==> config.mk <==
export PLATFORM = sky130hd
export DESIGN_NAME = dcache_mem_ctrl_flat
export DESIGN_NICKNAME = d
export VERILOG_FILES = /design/src/rtl/dcache_mem_ctrl_if.sv /design/src/rtl/dcache_mem_ctrl.sv /design/src/flat_wrapper.sv
export SDC_FILE = /design/constraint.sdc
export NUM_CORES = 2
export LEC_CHECK = 0
export CORE_MARGIN = 4
export CORE_UTILIZATION = 45
export CTS_CLUSTER_DIAMETER = 60
export DETAILED_ROUTE_END_ITERATION = 8
export PLACE_DENSITY = 0.77
export SLEW_MARGIN = 10
export SYNTH_ARGS = -nofsm -noshare
export SYNTH_HDL_FRONTEND = slang
export SYNTH_SLANG_ARGS = --single-unit
==> constraint.sdc <==
create_clock -name clock -period 3.6 [get_ports clock]
set_clock_uncertainty 0.15 [all_clocks]
set_input_delay 0.72 -clock clock [delete_from_list [all_inputs] [get_ports clock]]
set_output_delay 0.72 -clock clock [all_outputs]
set_load 0.01 [all_outputs]
==> src/rtl/dcache_mem_ctrl_if.sv <==
// dcache_mem_ctrl_if: cache request streams, shared memory port and refill signals of dcache_mem_ctrl
// slave modport faces the controller, master modport faces the cache/memory side.
interface dcache_mem_ctrl_if #(
  parameter int LSQ_SZ = 8
);
  logic              wb_en, wr_en, rd_en;
  logic [15:0]       wb_addr, wr_addr, rd_addr;
  logic [63:0]       wb_data, wr_data;
  logic [1:0]        wb_size, wr_size, rd_size;
  logic [LSQ_SZ-1:0] rd_gnt;
  logic              req_full;
  logic              mem_grant;
  logic [1:0]        proc2mem_command;
  logic [15:0]       proc2mem_addr;
  logic [63:0]       proc2mem_data;
  logic [1:0]        proc2mem_size;
  logic [3:0]        mem2proc_response;
  logic [63:0]       mem2proc_data;
  logic [3:0]        mem2proc_tag;
  logic              mem_wr_en;
  logic [4:0]        mem_wr_idx;
  logic [7:0]        mem_wr_tag;
  logic [63:0]       mem_wr_data;
  logic [LSQ_SZ-1:0] fill_gnt;
  modport slave (
    input  wb_en, wb_addr, wb_data, wb_size, wr_en, wr_addr, wr_data, wr_size,
           rd_en, rd_addr, rd_size, rd_gnt, mem_grant, mem2proc_response, mem2proc_data, mem2proc_tag,
    output req_full, proc2mem_command, proc2mem_addr, proc2mem_data, proc2mem_size,
           mem_wr_en, mem_wr_idx, mem_wr_tag, mem_wr_data, fill_gnt
  );
  modport master (
    output wb_en, wb_addr, wb_data, wb_size, wr_en, wr_addr, wr_data, wr_size,
           rd_en, rd_addr, rd_size, rd_gnt, mem_grant, mem2proc_response, mem2proc_data, mem2proc_tag,
    input  req_full, proc2mem_command, proc2mem_addr, proc2mem_data, proc2mem_size,
           mem_wr_en, mem_wr_idx, mem_wr_tag, mem_wr_data, fill_gnt
  );
endinterface

==> src/rtl/dcache_mem_ctrl.sv <==
// dcache_mem_ctrl: serialises cache wb/wr/rd requests in arrival order onto one memory port and returns load fills
// Ports: clock, reset (sync, active-high); bus (dcache_mem_ctrl_if.slave) = cache requests, memory port, refill outputs.
// Optional: define DCMC_RD_MERGE_EN to fold a new rd into a queued or outstanding load of the same block.
module dcache_mem_ctrl #(
  parameter int LSQ_SZ = 8,
  parameter int QDEPTH = 8
) (
  input logic clock,
  input logic reset,
  dcache_mem_ctrl_if.slave bus
);
  localparam int PW = $clog2(QDEPTH);
  localparam logic [1:0] BUS_NONE = 2'h0, BUS_LOAD = 2'h1, BUS_STORE = 2'h2, DOUBLE = 2'h3;
  logic [QDEPTH-1:0] ld_q, ld_d;
  logic [15:0] addr_q [QDEPTH], addr_d [QDEPTH];
  logic [63:0] data_q [QDEPTH], data_d [QDEPTH];
  logic [1:0] size_q [QDEPTH], size_d [QDEPTH];
  logic [LSQ_SZ-1:0] gnt_q [QDEPTH], gnt_d [QDEPTH];
  logic [PW-1:0] head_q, head_d, tail_q, tail_d, pos;
  logic [PW:0] cnt_q, cnt_d;
  logic [15:0] tv_q, tv_d;
  logic [12:0] tblk_q [16], tblk_d [16];
  logic [LSQ_SZ-1:0] tgnt_q [16], tgnt_d [16];
  logic wr_en_q, wr_en_d;
  logic [4:0] wr_idx_q, wr_idx_d;
  logic [7:0] wr_tag_q, wr_tag_d;
  logic [63:0] wr_data_q, wr_data_d;
  logic [LSQ_SZ-1:0] fill_q, fill_d;
  logic issue, pop, ret, rd_push;
  logic [2:0] en;
  logic [15:0] c_addr [3];
  logic [63:0] c_data [3];
  logic [1:0] c_size [3];
  logic [LSQ_SZ-1:0] c_gnt [3];
`ifdef DCMC_RD_MERGE_EN
  logic merged, st_seen;
  logic [PW-1:0] idx;
`endif
  assign bus.req_full = cnt_q > (PW+1)'(QDEPTH - 3);
  assign bus.mem_wr_en = wr_en_q;
  assign bus.mem_wr_idx = wr_idx_q;
  assign bus.mem_wr_tag = wr_tag_q;
  assign bus.mem_wr_data = wr_data_q;
  assign bus.fill_gnt = fill_q;
  // a load head stalls while every tag slot is busy; stores behind it wait too, keeping order
  always_comb begin
    issue = cnt_q != '0 && bus.mem_grant && !(ld_q[head_q] && &tv_q[15:1]);
    pop = issue && bus.mem2proc_response != 4'd0;
    ret = bus.mem2proc_tag != 4'd0 && tv_q[bus.mem2proc_tag];
    bus.proc2mem_command = !issue ? BUS_NONE : ld_q[head_q] ? BUS_LOAD : BUS_STORE;
    bus.proc2mem_addr = issue ? addr_q[head_q] : '0;
    bus.proc2mem_data = issue ? data_q[head_q] : '0;
    bus.proc2mem_size = issue ? size_q[head_q] : '0;
  end
  always_comb begin
    ld_d = ld_q;
    addr_d = addr_q;
    data_d = data_q;
    size_d = size_q;
    gnt_d = gnt_q;
    tv_d = tv_q;
    tblk_d = tblk_q;
    tgnt_d = tgnt_q;
    head_d = pop ? head_q + PW'(1) : head_q;
    // return clears the slot first so a same-cycle accept with that tag rewrites it
    if (ret) tv_d[bus.mem2proc_tag] = 1'b0;
    if (pop && ld_q[head_q]) begin
      tv_d[bus.mem2proc_response] = 1'b1;
      tblk_d[bus.mem2proc_response] = addr_q[head_q][15:3];
      tgnt_d[bus.mem2proc_response] = gnt_q[head_q];
    end
    rd_push = bus.rd_en;
`ifdef DCMC_RD_MERGE_EN
    merged = 1'b0;
    st_seen = (bus.wb_en && bus.wb_addr[15:3] == bus.rd_addr[15:3]) || (bus.wr_en && bus.wr_addr[15:3] == bus.rd_addr[15:3]);
    idx = '0;
    if (bus.rd_en && !bus.req_full) begin
      // walk youngest to oldest: st_seen marks a same-block store queued behind the candidate rd
      for (int k = QDEPTH - 1; k >= 0; k--) begin
        idx = head_q + PW'(k);
        if (k < int'(cnt_q) && !(pop && k == 0)) begin
          if (ld_q[idx] && addr_q[idx][15:3] == bus.rd_addr[15:3] && !st_seen && !merged) begin
            gnt_d[idx] = gnt_q[idx] | bus.rd_gnt;
            merged = 1'b1;
          end
          if (!ld_q[idx] && addr_q[idx][15:3] == bus.rd_addr[15:3]) st_seen = 1'b1;
        end
      end
      for (int t = 1; t < 16; t++)
        if (tv_q[t] && !(ret && bus.mem2proc_tag == 4'(t)) && tblk_q[t] == bus.rd_addr[15:3] && !st_seen && !merged) begin
          tgnt_d[t] = tgnt_q[t] | bus.rd_gnt;
          merged = 1'b1;
        end
    end
    rd_push = bus.rd_en && !merged;
`endif
    en = bus.req_full ? 3'b000 : {rd_push, bus.wr_en, bus.wb_en};
    c_addr = '{bus.wb_addr, bus.wr_addr, {bus.rd_addr[15:3], 3'b000}};
    c_data = '{bus.wb_data, bus.wr_data, 64'd0};
    c_size = '{bus.wb_size, bus.wr_size, DOUBLE};
    c_gnt = '{{LSQ_SZ{1'b0}}, {LSQ_SZ{1'b0}}, bus.rd_gnt};
    pos = tail_q;
    for (int k = 0; k < 3; k++)
      if (en[k]) begin
        ld_d[pos] = k == 2;
        addr_d[pos] = c_addr[k];
        data_d[pos] = c_data[k];
        size_d[pos] = c_size[k];
        gnt_d[pos] = c_gnt[k];
        pos = pos + PW'(1);
      end
    tail_d = pos;
    cnt_d = cnt_q + (PW+1)'(en[0]) + (PW+1)'(en[1]) + (PW+1)'(en[2]) - (PW+1)'(pop);
    wr_en_d = ret;
    wr_idx_d = ret ? tblk_q[bus.mem2proc_tag][4:0] : '0;
    wr_tag_d = ret ? tblk_q[bus.mem2proc_tag][12:5] : '0;
    wr_data_d = ret ? bus.mem2proc_data : '0;
    fill_d = ret ? tgnt_q[bus.mem2proc_tag] : '0;
  end
  always_ff @(posedge clock) begin
    if (reset) begin
      head_q <= '0;
      tail_q <= '0;
      cnt_q <= '0;
      tv_q <= '0;
      wr_en_q <= 1'b0;
      wr_idx_q <= '0;
      wr_tag_q <= '0;
      wr_data_q <= '0;
      fill_q <= '0;
    end else begin
      head_q <= head_d;
      tail_q <= tail_d;
      cnt_q <= cnt_d;
      tv_q <= tv_d;
      wr_en_q <= wr_en_d;
      wr_idx_q <= wr_idx_d;
      wr_tag_q <= wr_tag_d;
      wr_data_q <= wr_data_d;
      fill_q <= fill_d;
    end
    ld_q <= ld_d;
    addr_q <= addr_d;
    data_q <= data_d;
    size_q <= size_d;
    gnt_q <= gnt_d;
    tblk_q <= tblk_d;
    tgnt_q <= tgnt_d;
  end
  assert property (@(posedge clock) disable iff (reset) bus.req_full |-> !(bus.wb_en || bus.wr_en || bus.rd_en));
endmodule

==> src/flat_wrapper.sv <==
// flat-port wrapper written by rule: the top's interface ports become plain ports
module dcache_mem_ctrl_flat 
#(
  parameter int LSQ_SZ = 8,
  parameter int QDEPTH = 8
)
  (clock, reset, bus_wb_en, bus_wb_addr, bus_wb_data, bus_wb_size, bus_wr_en, bus_wr_addr, bus_wr_data, bus_wr_size, bus_rd_en, bus_rd_addr, bus_rd_size, bus_rd_gnt, bus_mem_grant, bus_mem2proc_response, bus_mem2proc_data, bus_mem2proc_tag, bus_req_full, bus_proc2mem_command, bus_proc2mem_addr, bus_proc2mem_data, bus_proc2mem_size, bus_mem_wr_en, bus_mem_wr_idx, bus_mem_wr_tag, bus_mem_wr_data, bus_fill_gnt);
  dcache_mem_ctrl_if #(.LSQ_SZ(LSQ_SZ)) bus_i ();
  input logic clock;
  input logic reset;
  input wire logic [$bits(bus_i.wb_en)-1:0] bus_wb_en;
  input wire logic [$bits(bus_i.wb_addr)-1:0] bus_wb_addr;
  input wire logic [$bits(bus_i.wb_data)-1:0] bus_wb_data;
  input wire logic [$bits(bus_i.wb_size)-1:0] bus_wb_size;
  input wire logic [$bits(bus_i.wr_en)-1:0] bus_wr_en;
  input wire logic [$bits(bus_i.wr_addr)-1:0] bus_wr_addr;
  input wire logic [$bits(bus_i.wr_data)-1:0] bus_wr_data;
  input wire logic [$bits(bus_i.wr_size)-1:0] bus_wr_size;
  input wire logic [$bits(bus_i.rd_en)-1:0] bus_rd_en;
  input wire logic [$bits(bus_i.rd_addr)-1:0] bus_rd_addr;
  input wire logic [$bits(bus_i.rd_size)-1:0] bus_rd_size;
  input wire logic [$bits(bus_i.rd_gnt)-1:0] bus_rd_gnt;
  input wire logic [$bits(bus_i.mem_grant)-1:0] bus_mem_grant;
  input wire logic [$bits(bus_i.mem2proc_response)-1:0] bus_mem2proc_response;
  input wire logic [$bits(bus_i.mem2proc_data)-1:0] bus_mem2proc_data;
  input wire logic [$bits(bus_i.mem2proc_tag)-1:0] bus_mem2proc_tag;
  output wire logic [$bits(bus_i.req_full)-1:0] bus_req_full;
  output wire logic [$bits(bus_i.proc2mem_command)-1:0] bus_proc2mem_command;
  output wire logic [$bits(bus_i.proc2mem_addr)-1:0] bus_proc2mem_addr;
  output wire logic [$bits(bus_i.proc2mem_data)-1:0] bus_proc2mem_data;
  output wire logic [$bits(bus_i.proc2mem_size)-1:0] bus_proc2mem_size;
  output wire logic [$bits(bus_i.mem_wr_en)-1:0] bus_mem_wr_en;
  output wire logic [$bits(bus_i.mem_wr_idx)-1:0] bus_mem_wr_idx;
  output wire logic [$bits(bus_i.mem_wr_tag)-1:0] bus_mem_wr_tag;
  output wire logic [$bits(bus_i.mem_wr_data)-1:0] bus_mem_wr_data;
  output wire logic [$bits(bus_i.fill_gnt)-1:0] bus_fill_gnt;
  assign bus_i.wb_en = bus_wb_en;
  assign bus_i.wb_addr = bus_wb_addr;
  assign bus_i.wb_data = bus_wb_data;
  assign bus_i.wb_size = bus_wb_size;
  assign bus_i.wr_en = bus_wr_en;
  assign bus_i.wr_addr = bus_wr_addr;
  assign bus_i.wr_data = bus_wr_data;
  assign bus_i.wr_size = bus_wr_size;
  assign bus_i.rd_en = bus_rd_en;
  assign bus_i.rd_addr = bus_rd_addr;
  assign bus_i.rd_size = bus_rd_size;
  assign bus_i.rd_gnt = bus_rd_gnt;
  assign bus_i.mem_grant = bus_mem_grant;
  assign bus_i.mem2proc_response = bus_mem2proc_response;
  assign bus_i.mem2proc_data = bus_mem2proc_data;
  assign bus_i.mem2proc_tag = bus_mem2proc_tag;
  assign bus_req_full = bus_i.req_full;
  assign bus_proc2mem_command = bus_i.proc2mem_command;
  assign bus_proc2mem_addr = bus_i.proc2mem_addr;
  assign bus_proc2mem_data = bus_i.proc2mem_data;
  assign bus_proc2mem_size = bus_i.proc2mem_size;
  assign bus_mem_wr_en = bus_i.mem_wr_en;
  assign bus_mem_wr_idx = bus_i.mem_wr_idx;
  assign bus_mem_wr_tag = bus_i.mem_wr_tag;
  assign bus_mem_wr_data = bus_i.mem_wr_data;
  assign bus_fill_gnt = bus_i.fill_gnt;
  dcache_mem_ctrl #(.LSQ_SZ(LSQ_SZ), .QDEPTH(QDEPTH)) u_core (.clock(clock), .reset(reset), .bus(bus_i));
endmodule
==> run metrics <==
leading cell type in the layout, fill and taps excluded=dfxtp_1; Seq/Total Area, Yosys=0.476; max-cap check violation count=0; Vias=44400; core box area=between 0.1 and 0.15 mm²; initial antenna violation count=52; vias in the first global route=between 40000 and 50000; clk slew on worst S/H paths=about 0.06 ns; Worst Setup Path Type=register to output pin; PortBufs=around 430; first-pass GRT wire length=roughly 280 mm; Ys Warns=0; total gr overflow=0; critical path, cell by cell=mux4_2, mux2_4, a21o_4, buf_16, buf_12, clkbuf_16, nor2_2, buf_2; Sw Ratio=0.351; Flop pwr share=0.355; HP Class=register to register; Die ar.=around 0.13 mm²; DRC=2; Inserted Clock Buffers=approximately 130; Top delay family on crit path=multiplexers; PD cells=about 860 mW/mm²; post-route setup slack=-0.372 ns; Longest Clk Path Bufs=3; fmax=252 MHz; RSZ-0062 raised after global routing=yes; Avg Inst Size Synth=between 10 and 15 µm²; TritonRoute pass-1 iters=7; worst slew pin tran=around 1.1 ns; CTS Root Cell=clkbuf_16; DR WL/cell=27.4 µm; P_int=38.6 mW; outcome=complete, but fails checks; Netlist cell types=63; Cells after Synth=a little under 5000; Bufs and invs on worst path=4; Final ANT Viol Nets=0; row count=~130; share of cells above drive strength 1=0.236; Clk Latency, worst-skew pair=~0.77 ns; Setup violations, final=84; Sum Neg Setup Slack=-24.34 ns; Synth Flop Type=dfxtp_1; die width=~360 µm; P_sw=between 20 and 25 mW; post-route cell area=0.0692 mm²; clock sink total=between 1000 and 1500; Worst Setup End Kind=output pin; ys async rst share=0; First DRT Iteration DRCs=between 5000 and 6000; slowest CP cell=mux4_2; Yosys reg bits=1175; final wirelength=around 190 mm; Period minus WS final=just under 4 ns; I/O pin count=between 400 and 500; Fillers=9968; H-tree depth=4; CP startpoint kind=register; max incr delay on CP=~0.59 ns; biggest fanout along the worst timing path=7; EDFF count, synth=336; Synth Cell Area=around 0.057 mm²; Worst EP required=2.73 ns; Placed Area=0.0636 mm²; clock power share=0.230; commonest cells after routing, fill and taps aside=836 x dfxtp_1, 585 x mux2i_1, 538 x a211oi_1; failing checks=design-rule violations, negative setup slack; Area Overhead vs Synth=22.5%; final net count=approximately 5400; Chip Height=between 300 and 400 µm; Initial Utilization=0.455; P_leak=between 20 and 25 nW; Final Cycle Share=1.10; Logic pwr share=0.415; placer congestion estimate=~0.88; Vias/cell=6.43; DPL Wire Length=111 mm; peak supply drop=roughly 0.71 mV; Slew headroom=0.245; Worst EP arrival=~3.1 ns; CTS tree=built; final-report max-slew violation count=0; final hold vios=0; largest net degree at the start of global routing=150; GRT Overall Usage=0.277
## through the flow
step | instances | setup WS [ns] | hold slack, ns | utilization | power (mW)
floorplan | 4873 | 0.0889 | 0.288 | - | 35.7
global placement | 6618 | -0.767 | 0.297 | 0.512 | 42.8
detailed placement | 6618 | -0.661 | 0.304 | 0.512 | 43.7
CTS | 6879 | -0.374 | 0.314 | 0.551 | 58.1
global route | 6895 | -0.380 | 0.342 | 0.557 | 61.8
finish | 6908 | -0.372 | 0.320 | 0.557 | 59.5
## worst paths after layout
| kind | start | endpoint | slack [ns] | depth (start not counted) |
|---|---|---|---|---|
| setup / recovery | u_core.head_q[0] | bus_proc2mem_data[2] | -0.37 | 8 |
| hold / removal | u_core.gnt_q[55] | u_core.gnt_q[55] | 0.32 | 2 |
| setup reg to reg | u_core.head_q[0] | u_core.cnt_q[2] | -0.06 | 12 |
| hold reg to reg | u_core.gnt_q[55] | u_core.gnt_q[55] | 0.32 | 2 |
## timing repair
item	4_1_cts	5_1_grt
buffers inserted	26	5
hold endpoints to repair	0	0
pin swaps	13	23
gates resized for setup	439	124
cloned	5	2
endpoints found under the setup margin	85	87
hold buffers	0	0
## power by group through the flow
stage	Clock (mW)	Sequential (mW)	Combinational [mW]
CTS	13.8	20.9	23.4
global route	14.4	21.4	26.0
global placement	0	20.9	21.8
finish	13.7	21.1	24.7
floorplan	0	20.4	15.3
detailed placement	0	21.1	22.6
## cell type report
| cell class | instances | area (µm²) | area share |
|---|---|---|---|
| Timing Repair Buffer | 754 | 8190 | 0.118 |
| Sequential cell | 1175 | 26900 | 0.388 |
| Multi-Input combinational cell | 3022 | 27400 | 0.396 |
| Inverter | 66 | 255 | 0.00369 |
| Clock inverter | 48 | 579 | 0.00837 |
| Tap cell | 1637 | 2050 | 0.0296 |
| Antenna cell | 22 | 55.1 | 0.000795 |
| Clock buffer | 184 | 3780 | 0.0547 |
## synth_stat cells, types with 96 or more instances
cell type | instances | area, µm²
mux4_2 | 291 | 6550
mux2i_1 | 608 | 6090
nor3_1 | 333 | 1670
nor2_1 | 361 | 1360
edfxtp_1 | 336 | 10100
clkbuf_1 | 309 | 1160
and2_1 | 107 | 669
buf_2 | 145 | 726
dfxtp_1 | 839 | 16800
mux2_2 | 180 | 2030
buf_1 | 96 | 360
a211oi_1 | 540 | 4050
## sequential cells by signal, summed over array words and instances, names as in the netlist, 5 cells and up
register	cells
u_core.data_q	512
u_core.tblk_q	208
u_core.addr_q	128
u_core.tgnt_q	128
u_core.bus.mem_wr_data	64
u_core.gnt_q	64
u_core.size_q	16
u_core.tv_q	15
u_core.bus.fill_gnt	8
u_core.bus.mem_wr_tag	8
u_core.ld_q	8
u_core.bus.mem_wr_idx	5
## worst register-to-register path, cell delays in order, from the launching register on
cell and delay [ns]:
dfxtp_4 0.39, mux4_2 0.59, mux2_4 0.31, a21o_4 0.29, nor2_1 0.19, ha_1 0.27
fa_1 0.44, inv_1 0.08, ha_1 0.16, inv_1 0.06, fa_1 0.43, xor2_1 0.14
nor2_1 0.05
## metal layers
layer	GRT usage	vias up	wire [µm]
met5	0	-	282
met4	0.128	40	6840
met3	0.0783	544	21000
met2	0.441	2939	88900
met1	0.350	21900	72200
li1	-	18900	-
## cells by family (layout without fill, tap and decap cells)
logic type / after synthesis / count (layout) / share of synthesized area
flip-flops: 1175 / 1175 / 0.476
adder cells (fa/ha/maj): 14 / 14 / 0.00336
multiplexers: 1118 / 1118 / 0.268
AND/OR/NAND/NOR: 1081 / 1081 / 0.0945
AO/OA/AOI/OAI: 777 / 777 / 0.102
other: 1 / 43 / 0.0000663
XOR/XNOR: 11 / 11 / 0.00248
buffers and inverters: 676 / 1052 / 0.0541
Power figures use the tool's default switching activity.
